### src/rtl/vx_fetch_pkg.sv
// Shared sizes and record types for the fetch stage.
// The FETCH_PERF_EN build option uses PERF_CTR_BITS for its counters.
package vx_fetch_pkg;

  localparam int NUM_WARPS     = 4;
  localparam int NUM_THREADS   = 4;
  localparam int XLEN          = 32;
  localparam int UUID_WIDTH    = 44;
  localparam int PERF_CTR_BITS = 44;
  localparam int NW_WIDTH      = (NUM_WARPS > 1) ? $clog2(NUM_WARPS) : 1;

  typedef struct packed {
    logic [NUM_THREADS-1:0] tmask;
    logic [XLEN-1:0]        pc;
    logic [UUID_WIDTH-1:0]  uuid;
  } warp_ctx_t;

  typedef struct packed {
    logic [UUID_WIDTH-1:0]  uuid;
    logic [NW_WIDTH-1:0]    wid;
    logic [NUM_THREADS-1:0] tmask;
    logic [XLEN-1:0]        pc;
    logic [31:0]            instr;
  } fetch_data_t;

  function automatic fetch_data_t make_fetch_data(input logic [NW_WIDTH-1:0] wid,
                                                  input warp_ctx_t           ctx,
                                                  input logic [31:0]         instr);
    fetch_data_t fd;
    fd.uuid  = ctx.uuid;
    fd.wid   = wid;
    fd.tmask = ctx.tmask;
    fd.pc    = ctx.pc;
    fd.instr = instr;
    return fd;
  endfunction

endpackage

### src/rtl/vx_elastic_buffer.sv
// Registered elastic FIFO. ready_in depends only on the current occupancy, never on ready_out.
// SIZE must be a power of two so that the pointers wrap naturally.
module VX_elastic_buffer #(
  parameter int DATAW = 32,
  parameter int SIZE  = 2
) (
  input  logic             clk,
  input  logic             reset,
  input  logic             valid_in,
  output logic             ready_in,
  input  logic [DATAW-1:0] data_in,
  output logic             valid_out,
  input  logic             ready_out,
  output logic [DATAW-1:0] data_out
);

  localparam int AW = (SIZE > 1) ? $clog2(SIZE) : 1;
  localparam int CW = AW + 1;

  logic [DATAW-1:0] mem_q [SIZE];
  logic [DATAW-1:0] mem_d [SIZE];
  logic [AW-1:0]    wr_ptr_q, wr_ptr_d, rd_ptr_q, rd_ptr_d;
  logic [CW-1:0]    cnt_q, cnt_d;
  logic             push, pop;

  assign ready_in  = (cnt_q != CW'(SIZE));
  assign valid_out = (cnt_q != '0);
  assign data_out  = mem_q[rd_ptr_q];
  assign push      = valid_in & ready_in;
  assign pop       = valid_out & ready_out;

  always_comb begin
    mem_d    = mem_q;
    wr_ptr_d = wr_ptr_q;
    rd_ptr_d = rd_ptr_q;
    cnt_d    = cnt_q;
    if (push) begin
      mem_d[wr_ptr_q] = data_in;
      wr_ptr_d        = wr_ptr_q + AW'(1);
    end
    if (pop) begin
      rd_ptr_d = rd_ptr_q + AW'(1);
    end
    case ({push, pop})
      2'b10:   cnt_d = cnt_q + CW'(1);
      2'b01:   cnt_d = cnt_q - CW'(1);
      default: cnt_d = cnt_q;
    endcase
  end

  always_ff @(posedge clk or posedge reset) begin
    if (reset) begin
      wr_ptr_q <= '0;
      rd_ptr_q <= '0;
      cnt_q    <= '0;
    end else begin
      wr_ptr_q <= wr_ptr_d;
      rd_ptr_q <= rd_ptr_d;
      cnt_q    <= cnt_d;
    end
  end

  always_ff @(posedge clk) begin
    mem_q <= mem_d;
  end

endmodule

### src/rtl/vx_fetch_tag_table.sv
// Per-warp context store for in-flight I-cache reads.
// It also keeps the pending-warp mask and the outstanding-read count.
module vx_fetch_tag_table
  import vx_fetch_pkg::*;
#(
  parameter int MAX_PENDING = 4
) (
  input  logic                               clk,
  input  logic                               reset,
  input  logic                               wr_en,
  input  logic [NW_WIDTH-1:0]                wr_wid,
  input  warp_ctx_t                          wr_ctx,
  input  logic                               clr_en,
  input  logic [NW_WIDTH-1:0]                rd_wid,
  output warp_ctx_t                          rd_ctx,
  output logic [NUM_WARPS-1:0]               pending_mask,
  output logic [$clog2(MAX_PENDING+1)-1:0]   pending_cnt
);

  localparam int CNT_W = $clog2(MAX_PENDING + 1);

  warp_ctx_t            table_q [NUM_WARPS];
  warp_ctx_t            table_d [NUM_WARPS];
  logic [NUM_WARPS-1:0] mask_q, mask_d;
  logic [CNT_W-1:0]     cnt_q, cnt_d;

  // A warp is never written and cleared in the same cycle, because the mask gates both.
  always_comb begin
    table_d = table_q;
    mask_d  = mask_q;
    cnt_d   = cnt_q;
    if (wr_en) begin
      table_d[wr_wid] = wr_ctx;
      mask_d[wr_wid]  = 1'b1;
    end
    if (clr_en) begin
      mask_d[rd_wid] = 1'b0;
    end
    case ({wr_en, clr_en})
      2'b10:   cnt_d = cnt_q + CNT_W'(1);
      2'b01:   cnt_d = cnt_q - CNT_W'(1);
      default: cnt_d = cnt_q;
    endcase
  end

  always_ff @(posedge clk or posedge reset) begin
    if (reset) begin
      mask_q <= '0;
      cnt_q  <= '0;
    end else begin
      mask_q <= mask_d;
      cnt_q  <= cnt_d;
    end
  end

  always_ff @(posedge clk) begin
    table_q <= table_d;
  end

  assign rd_ctx       = table_q[rd_wid];
  assign pending_mask = mask_q;
  assign pending_cnt  = cnt_q;

  cnt_no_overflow: assert property (@(posedge clk) disable iff (reset)
    !(wr_en && !clr_en && cnt_q == CNT_W'(MAX_PENDING)))
    else $error("vx_fetch_tag_table: pending_cnt overflow");

  cnt_no_underflow: assert property (@(posedge clk) disable iff (reset)
    !(clr_en && !wr_en && cnt_q == '0))
    else $error("vx_fetch_tag_table: pending_cnt underflow");

  cnt_matches_mask: assert property (@(posedge clk) disable iff (reset)
    cnt_q == CNT_W'($countones(mask_q)))
    else $error("vx_fetch_tag_table: pending_cnt out of step with pending_mask");

endmodule

### src/rtl/vx_fetch.sv
// Fetch stage: issues word-aligned I-cache reads per scheduled warp and parks the warp context until the response.
// Optional FETCH_PERF_EN adds I-cache stall and latency counters.
module vx_fetch
  import vx_fetch_pkg::*;
#(
  parameter int MAX_PENDING = 4
) (
  input  logic                     clk,
  input  logic                     reset,

  input  logic                     sched_valid,
  output logic                     sched_ready,
  input  logic [NW_WIDTH-1:0]      sched_wid,
  input  logic [NUM_THREADS-1:0]   sched_tmask,
  input  logic [XLEN-1:0]          sched_pc,
  input  logic [UUID_WIDTH-1:0]    sched_uuid,

  output logic                     icache_req_valid,
  input  logic                     icache_req_ready,
  output logic [XLEN-3:0]          icache_req_addr,
  output logic [NW_WIDTH-1:0]      icache_req_tag,

  input  logic                     icache_rsp_valid,
  output logic                     icache_rsp_ready,
  input  logic [31:0]              icache_rsp_data,
  input  logic [NW_WIDTH-1:0]      icache_rsp_tag,

  output logic                     fetch_valid,
  input  logic                     fetch_ready,
  output logic [NW_WIDTH-1:0]      fetch_wid,
  output logic [NUM_THREADS-1:0]   fetch_tmask,
  output logic [XLEN-1:0]          fetch_pc,
  output logic [31:0]              fetch_instr,
  output logic [UUID_WIDTH-1:0]    fetch_uuid,

  output logic                     busy
`ifdef FETCH_PERF_EN
  ,
  output logic [PERF_CTR_BITS-1:0] perf_icache_stalls,
  output logic [PERF_CTR_BITS-1:0] perf_icache_lat
`endif
);

  localparam int CNT_W = $clog2(MAX_PENDING + 1);

  logic [NUM_WARPS-1:0] pending_mask;
  logic [CNT_W-1:0]     pending_cnt;
  warp_ctx_t            req_ctx, rsp_ctx;
  logic                 can_req, req_fire, rsp_fire, rsp_hit;
  logic                 buf_ready_in, buf_valid_out;
  fetch_data_t          buf_din, buf_dout;

  assign can_req          = ~pending_mask[sched_wid] & (pending_cnt < CNT_W'(MAX_PENDING));
  assign icache_req_valid = sched_valid & can_req;
  assign sched_ready      = icache_req_ready & can_req;
  assign icache_req_addr  = sched_pc[XLEN-1:2];
  assign icache_req_tag   = sched_wid;
  assign req_fire         = sched_valid & sched_ready;

  assign req_ctx.tmask = sched_tmask;
  assign req_ctx.pc    = sched_pc;
  assign req_ctx.uuid  = sched_uuid;

  // Responses for warps that are not pending (e.g. issued before a reset) are accepted and dropped.
  assign icache_rsp_ready = buf_ready_in;
  assign rsp_fire         = icache_rsp_valid & buf_ready_in;
  assign rsp_hit          = rsp_fire & pending_mask[icache_rsp_tag];

  vx_fetch_tag_table #(
    .MAX_PENDING (MAX_PENDING)
  ) tag_table (
    .clk          (clk),
    .reset        (reset),
    .wr_en        (req_fire),
    .wr_wid       (sched_wid),
    .wr_ctx       (req_ctx),
    .clr_en       (rsp_hit),
    .rd_wid       (icache_rsp_tag),
    .rd_ctx       (rsp_ctx),
    .pending_mask (pending_mask),
    .pending_cnt  (pending_cnt)
  );

  assign buf_din = make_fetch_data(icache_rsp_tag, rsp_ctx, icache_rsp_data);

  VX_elastic_buffer #(
    .DATAW ($bits(fetch_data_t)),
    .SIZE  (2)
  ) out_buf (
    .clk       (clk),
    .reset     (reset),
    .valid_in  (rsp_hit),
    .ready_in  (buf_ready_in),
    .data_in   (buf_din),
    .valid_out (buf_valid_out),
    .ready_out (fetch_ready),
    .data_out  (buf_dout)
  );

  assign fetch_valid = buf_valid_out;
  assign fetch_wid   = buf_dout.wid;
  assign fetch_tmask = buf_dout.tmask;
  assign fetch_pc    = buf_dout.pc;
  assign fetch_instr = buf_dout.instr;
  assign fetch_uuid  = buf_dout.uuid;
  assign busy        = (pending_cnt != '0) | buf_valid_out;

`ifdef FETCH_PERF_EN
  logic [PERF_CTR_BITS-1:0] stalls_q, stalls_d, lat_q, lat_d;

  always_comb begin
    stalls_d = stalls_q + PERF_CTR_BITS'(icache_req_valid & ~icache_req_ready);
    lat_d    = lat_q + PERF_CTR_BITS'(pending_cnt);
  end

  always_ff @(posedge clk or posedge reset) begin
    if (reset) begin
      stalls_q <= '0;
      lat_q    <= '0;
    end else begin
      stalls_q <= stalls_d;
      lat_q    <= lat_d;
    end
  end

  assign perf_icache_stalls = stalls_q;
  assign perf_icache_lat    = lat_q;
`endif

  stale_rsp_dropped: assert property (@(posedge clk) disable iff (reset)
    !(rsp_fire && !pending_mask[icache_rsp_tag]))
    else $warning("vx_fetch: response for idle wid %0d dropped", icache_rsp_tag);

endmodule

### config.mk
export PLATFORM = sky130hd
export DESIGN_NAME = vx_fetch
export DESIGN_NICKNAME = d
export VERILOG_FILES = /design/src/rtl/vx_fetch_pkg.sv /design/src/rtl/vx_elastic_buffer.sv /design/src/rtl/vx_fetch_tag_table.sv /design/src/rtl/vx_fetch.sv
export SDC_FILE = /design/constraint.sdc
export NUM_CORES = 1
export LEC_CHECK = 0
export ABC_CLOCK_PERIOD_IN_PS = 8000
export CELL_PAD_IN_SITES_DETAIL_PLACEMENT = 0
export CELL_PAD_IN_SITES_GLOBAL_PLACEMENT = 1
export CORE_UTILIZATION = 43
export DETAILED_ROUTE_END_ITERATION = 6
export PLACE_DENSITY = 0.76
export SLEW_MARGIN = 20
export SYNTH_ARGS = -nofsm -noshare
export SYNTH_HDL_FRONTEND = slang
export SYNTH_SLANG_ARGS = --single-unit
### constraint.sdc
create_clock -name clk -period 8 [get_ports clk]
set_input_delay 2.4 -clock clk [delete_from_list [all_inputs] [get_ports clk]]
set_output_delay 2.4 -clock clk [all_outputs]
set_load 0.05 [all_outputs]
# After elaboration in Yosys (flattened, before gate mapping)
# Cells that the tools add are included.
dict set report word_totals {
  ff_bits 559
  inputBits 122
  output_inout_bits 151
  wordCells 90
}
dict set report op_classes {
  add_sub_neg 6
  magnitude_cmp 11
  eq_ne 5
  muxes 24
  bitwise 17
  n_reduce_logical 8
}
# cell n
set op_table {}
lappend op_table {{$mux 114} 4}
lappend op_table {{$bwmux 320} 1}
lappend op_table {{$mux 80} 3}
lappend op_table {{$bwmux 228} 1}
lappend op_table {{$bmux 80 s2} 1}
lappend op_table {{$demux 80 s2} 1}
lappend op_table {{$demux 114 s1} 1}
lappend op_table {{$and 1x1->1} 8}
lappend op_table {{$mux 4} 2}
lappend op_table {{$ge 3x3->1 const B} 2}
lappend op_table {{$lt 2x3->1 const B} 2}
lappend op_table {{$not 2->3} 2}
lappend op_table {{$pmux 3 s2} 1}
lappend op_table {{$reduce_bool 2->1} 3}
lappend op_table {{$and 4x4->4} 1}
lappend op_table {{$bmux 1 s2} 2}
lappend op_table {{$demux 1 s2} 2}
lappend op_table {{$eq 2x1->1 const B} 2}
lappend op_table {{$eq 2x2->1 const B} 2}
lappend op_table {{$ge 2x1->1 const B} 2}
lappend op_table {{$ge 2x2->1 const B} 2}
lappend op_table {{$logic_and 1x1->1} 4}
lappend op_table {{$mux 1} 4}
lappend op_table {{$not 1->2} 2}
lappend op_table {{other kinds (15)} 16}

# Depth between registers and ports, before layout
dict set report depth {
  depth_word 9
  depth_mapped 10
  ltp_nobuf 10
}

# Cells and area by module
# From an unflattened synthesis, not the netlist that was laid out.
dict set report hier_totals {
  cells_unflattened 862
  area_unflattened_um2 20842.5
}
# module n_inst cells_per_inst area_each_um2 seq_area_each_um2
set modules_own_cells {}
lappend modules_own_cells {vx_fetch_tag_table 1 449 11893.9 9784.4}
lappend modules_own_cells {VX_elastic_buffer 1 373 8625.8 6946.7}
lappend modules_own_cells {vx_fetch 1 40 322.8 0.0}

# Worst setup path after synthesis
# Ideal clock, no wire load.
dict set report synth_timing {
  kind {input to register}
  startpoint {in sched_wid[0]}
  endpoint {reg tag_table.table_q[100] in the netlist's numbering (enable)}
  setup_time_ns 0.727
  t_arrival_ns 10.285
  t_required_ns 7.273
  slack_ns -3.012
  path_stages 1
  n_path_buf 0
  path_cell_list {nor4_1}
}
dict set report synth_via {
  elab_chain_len 6
}
# item line
set synth_lines {}
lappend synth_lines {{from (decl)} vx_fetch.sv:13} ;# input logic [NW_WIDTH-1:0] sched_wid,
lappend synth_lines {{$bmux 1 s2} vx_fetch.sv:53} ;# assign can_req = ~pending_mask[sched_wid] & (pending_cnt < CNT_W'(MAX_PENDING));
lappend synth_lines {{$mux 1 (implied by the code)} vx_fetch.sv:53}
lappend synth_lines {{$not 1->1} vx_fetch.sv:53}
lappend synth_lines {{$and 1x1->1} vx_fetch.sv:53}
lappend synth_lines {{$and 1x1->1} vx_fetch.sv:55} ;# assign sched_ready = icache_req_ready & can_req;
lappend synth_lines {{$and 1x1->1} vx_fetch.sv:58} ;# assign req_fire = sched_valid & sched_ready;
lappend synth_lines {{to (signal assigned)} vx_fetch_tag_table.sv:57} ;# table_q <= table_d;
lappend synth_lines {{to (decl)} vx_fetch_tag_table.sv:22} ;# warp_ctx_t table_q [NUM_WARPS];
# No other way between the ends. The select of a mux whose other input is x is not followed.
# A chain may end at the register's enable or synchronous reset.

# Worst setup path in the final report
dict set report layout_timing {
  startpoint {in sched_wid[0]}
  endpoint {out sched_ready}
}
dict set report layout_via {
  elab_chain_len 5
}
# item line
set layout_lines {}
lappend layout_lines {{$bmux 1 s2} vx_fetch.sv:53}
lappend layout_lines {{$mux 1 (implied by the code)} vx_fetch.sv:53}
lappend layout_lines {{$not 1->1} vx_fetch.sv:53}
lappend layout_lines {{$and 1x1->1} vx_fetch.sv:53}
lappend layout_lines {{$and 1x1->1} vx_fetch.sv:55}
lappend layout_lines {{to (decl)} vx_fetch.sv:12} ;# output logic sched_ready,
# No other way between the ends. The select of a mux whose other input is x is not followed.

==> summary.txt <==
Timing
  – Setup Skew: 0.0171 ns
  – Setup TNS: 0 ns
  – Final Critical Period: 6.83 ns
  – RSZ-0062 raised after global routing: no
  – Max frequency: 0.146 GHz
  – Hold violation total from the final report: 0
  – Final Max Slew Viols: 0
  – Ratio of final minimum period to clock period: 85.4%
  – Worst rel slew slack: 31.8%
  – Worst slew pin tran: 1.02 ns
  – Setup-failing EPs final: 0
  – Setup ws final: 1.17 ns

Finish
  – Nets: 1,274
  – Syn-to-layout area delta: 23.7%
  – Final instance area: 25,500 um^2
  – Ant. Diodes: 0
  – Layout cell share with drive strength beyond 1: 24.0%
  – Finished Layout Cells: 1,798

Detailed routing
  – # DRC: 0
  – Via-to-Cell Ratio: 5.15
  – Vias: 9,251
  – DRT Pass-1 Iters: 4
  – Routed Wire Length: 39,300 um
  – Wire per inst: 21.8 um
  – Starting DRT DRC Count: 457
  – Post-route ant nets: 0

Logic synthesis
  – Synth area leader: edfxtp_1
  – Mapped Area: 20,700 um^2
  – Largest cells by area after synthesis: edfxtp_1 (80%), mux4_2 (8.7%), mux2_2 (6.2%)
  – Syn_nets: 997
  – Post-synthesis cell count: 872
  – Mean Syn Cell Area: 23.7 um^2
  – Synth Register Bits: 559
  – Distinct cell type count after synthesis: 33
  – Yosys warning total: 0
  – Register area share after synthesis: 81.0%
  – Area fraction of the dominant cell type after synthesis: 79.7%

Floorplanning
  – Row cnt: 79
  – Io pins: 273
  – Die ar.: 48,900 um^2
  – Die width: 221 um
  – Initial core utilization: 44.0%
  – Core Box Area: 47,000 um^2
  – Die height: 221 um

Setup path
  – Crit-path cells: clkdlybuf4s50_1 > nand2b_1 > a211oi_1 > a21oi_1 > nor2b_1 > clkdlybuf4s50_1
  – Critical Path AT: 4.43 ns
  – Family with the most delay on the worst path: buffers and inverters
  – CP bufs+invs: 2
  – FF-to-FF End: tag_table.table_q[208]
  – Crit Path Class: input pin to primary output
  – R2R Setup Slk: 5.29 ns
  – Most used cell, CP: clkdlybuf4s50_1
  – Worst setup path end: sched_ready
  – CP Max Fanout: 4
  – RR Startpoint: tag_table.pending_cnt[2]
  – Setup crit start kind: input pin
  – Crit-path max cell delay: 0.81 ns
  – CP Depth: 6
  – Crit. Startpoint: sched_wid[0]
  – CP Capture Type: primary output
  – Worst Reg-to-Reg Cells: 4
  – Slowest CP cell: clkdlybuf4s50_1
  – Worst EP required: 5.60 ns

Pwr
  – Worst vdd ir: 230 uV
  – Sw Pwr: 2.37 mW
  – Comb pwr share: 24.7%
  – Switching Share: 29.8%
  – Static Leak: 8.17 nW
  – Clk pwr share: 30.2%
  – P_int: 5.58 mW
  – Tot Pwr: 7.94 mW
  – P per Cell Area: 311 nW/um^2
  – Flop pwr share: 45.1%

Placed design
  – RD Place Congestion: 0.719
  – DP HPWL: 21,700 um
  – Dpl ws: 1.16 ns
  – Area post-placement: 23,900 um^2
  – Dpl cells: 1,700
  – PortBufs: 272

Clock network
  – Setup bufs post-CTS: 0
  – Clock Pin Slew Worst Setup and Hold Paths: 0.06 ns
  – Maximum buffer depth of the clock tree: 3
  – Htree depth: 2
  – CTS tree: yes
  – PostCTS Resize Cnt: 0
  – Hold_buf cts: 0
  – Clock Sink Count: 559
  – Root buf cell: clkbuf_16
  – Clock buffer count from CTS: 54
  – Worst skew pair latency: 0.59 ns

Global routing
  – Largest net degree at the start of global routing: 101
  – Vias in the first global route: 9,951
  – Antenna violations before repair: 1
  – First-pass GRT wire length: 59,000 um
  – GRT Util Overall: 16.2%
  – Total gr overflow: 0

Job
  – Max_cap viols: 0

Worst hold path
  – Worst min-delay path class: flop to flop

Run status
  – Status: finished clean
==> through the flow <==
stage	util, %	hold WS (ns)
4_1_cts	54.4	0.501
6_report	54.4	0.494
3_5_place_dp	50.9	0.486
3_3_place_gp	50.9	0.491
5_1_grt	54.4	0.514
2_1_floorplan	-	0.460
==> Yosys cell counts <==
| cell type | instances |
|---|---|
| edfxtp_1 | 548 |
| mux2_2 | 114 |
| mux4_2 | 80 |
| buf_4 | 39 |
| buf_2 | 18 |
| dfrtp_1 | 11 |
| buf_6 | 7 |
| nor2_1 | 6 |
| inv_1 | 5 |
| mux2i_1 | 4 |
| nor2b_1 | 4 |
| xnor2_1 | 4 |
| xor2_1 | 4 |
| o21ai_0 | 3 |
| a21o_1 | 2 |
| ha_1 | 2 |
| nand2_1 | 2 |
| nand2b_1 | 2 |
| nand3_1 | 2 |
| nor4_1 | 2 |
| a211oi_1 | 1 |
| a21oi_1 | 1 |
| and2_1 | 1 |
| fa_1 | 1 |
| nand2b_2 | 1 |
| nand3b_1 | 1 |
| nand4_1 | 1 |
| nand4b_1 | 1 |
| nor3_1 | 1 |
| o22a_1 | 1 |
| or2_1 | 1 |
| or2_2 | 1 |
| or4_1 | 1 |
==> final cells by class <==
type | count | area (um^2)
clock buffers | 71 | 1440
flip-flops and latches | 559 | 16700
inverters | 5 | 18.8
multi-input cells | 244 | 3510
repair buffers | 285 | 2860
well taps | 607 | 759
clock inverters | 27 | 229
fillers | 3534 | 21400
==> routing by layer <==
layer  part of all wire (%)  vias to the layer above  track usage, %
met1                     40                     4833            19.3
met4                    2.4                        2            5.64
met2                     51                      229            28.1
met5                  0.025                        -               0
li1                       -                     4121               -
met3                    6.3                       66            4.51
==> registers in the layout, summed over array words and instances, names as in the netlist <==
register,flops
out_buf.cnt_q,2
out_buf.mem_q,228
out_buf.rd_ptr_q,1
out_buf.wr_ptr_q,1
tag_table.pending_cnt,3
tag_table.pending_mask,4
tag_table.table_q,320
==> worst min path at each step <==
stage                             startpoint  slack (ns)                        to  cells past startpoint
floorplan           tag_table.pending_cnt[0]        0.46  tag_table.pending_cnt[0]                      1
detailed placement  tag_table.pending_cnt[0]        0.49  tag_table.pending_cnt[0]                      1
global route        tag_table.pending_cnt[0]        0.51  tag_table.pending_cnt[0]                      1
global placement    tag_table.pending_cnt[0]        0.49  tag_table.pending_cnt[0]                      1
finish              tag_table.pending_cnt[0]        0.49  tag_table.pending_cnt[0]                      1
CTS                 tag_table.pending_cnt[0]        0.50  tag_table.pending_cnt[0]                      1
==> layout by cell type (no fill, tap or decap), drive strengths merged, types with 2 or more instances in the layout <==
cell type / Yosys / layout
mux2i: 4 / 4
nor2b: 4 / 4
xnor2: 4 / 4
clkinvlp: 0 / 3
clkinv: 0 / 19
xor2: 4 / 4
clkdlybuf4s50: 0 / 270
bufinv: 0 / 4
a21o: 2 / 2
ha: 2 / 2
inv: 5 / 6
buf: 64 / 15
nand3: 2 / 2
dfrtp: 11 / 11
clkbuf: 0 / 71
edfxtp: 548 / 548
mux4: 80 / 80
o21ai: 3 / 3
or2: 2 / 2
nor2: 6 / 6
nand2: 2 / 2
mux2: 114 / 114
nor4: 2 / 2
nand2b: 3 / 3
==> worst register-to-register path, cell delays in order (launching register included) <==
cell	delay, ns
dfrtp_1	0.46
nand2b_1	0.28
nor4_4	0.25
buf_4	0.46
buf_4	0.86
==> power by group through the flow <==
stage / Sequential [mW] / Combinational [mW] / Clock [mW]
after floorplan: 3.59 / 1.44 / 0
after global routing: 3.60 / 2.06 / 2.57
after detailed placement: 3.65 / 1.99 / 0
after global placement: 3.64 / 1.98 / 0
final: 3.58 / 1.96 / 2.40
after CTS: 3.59 / 2.00 / 2.47
==> logic make-up after synthesis <==
group | after synthesis | share of synthesized area, %
DFF | 559 | 81.0
and+or+nand+nor | 27 | 0.739
AOI/OAI and AO/OA | 8 | 0.248
buffers and inverters | 69 | 2.33
muxes | 198 | 15.1
adders and majority gates | 3 | 0.218
xor gates and xnor gates | 8 | 0.339
Note: power is estimated with default switching activity, not from simulation.
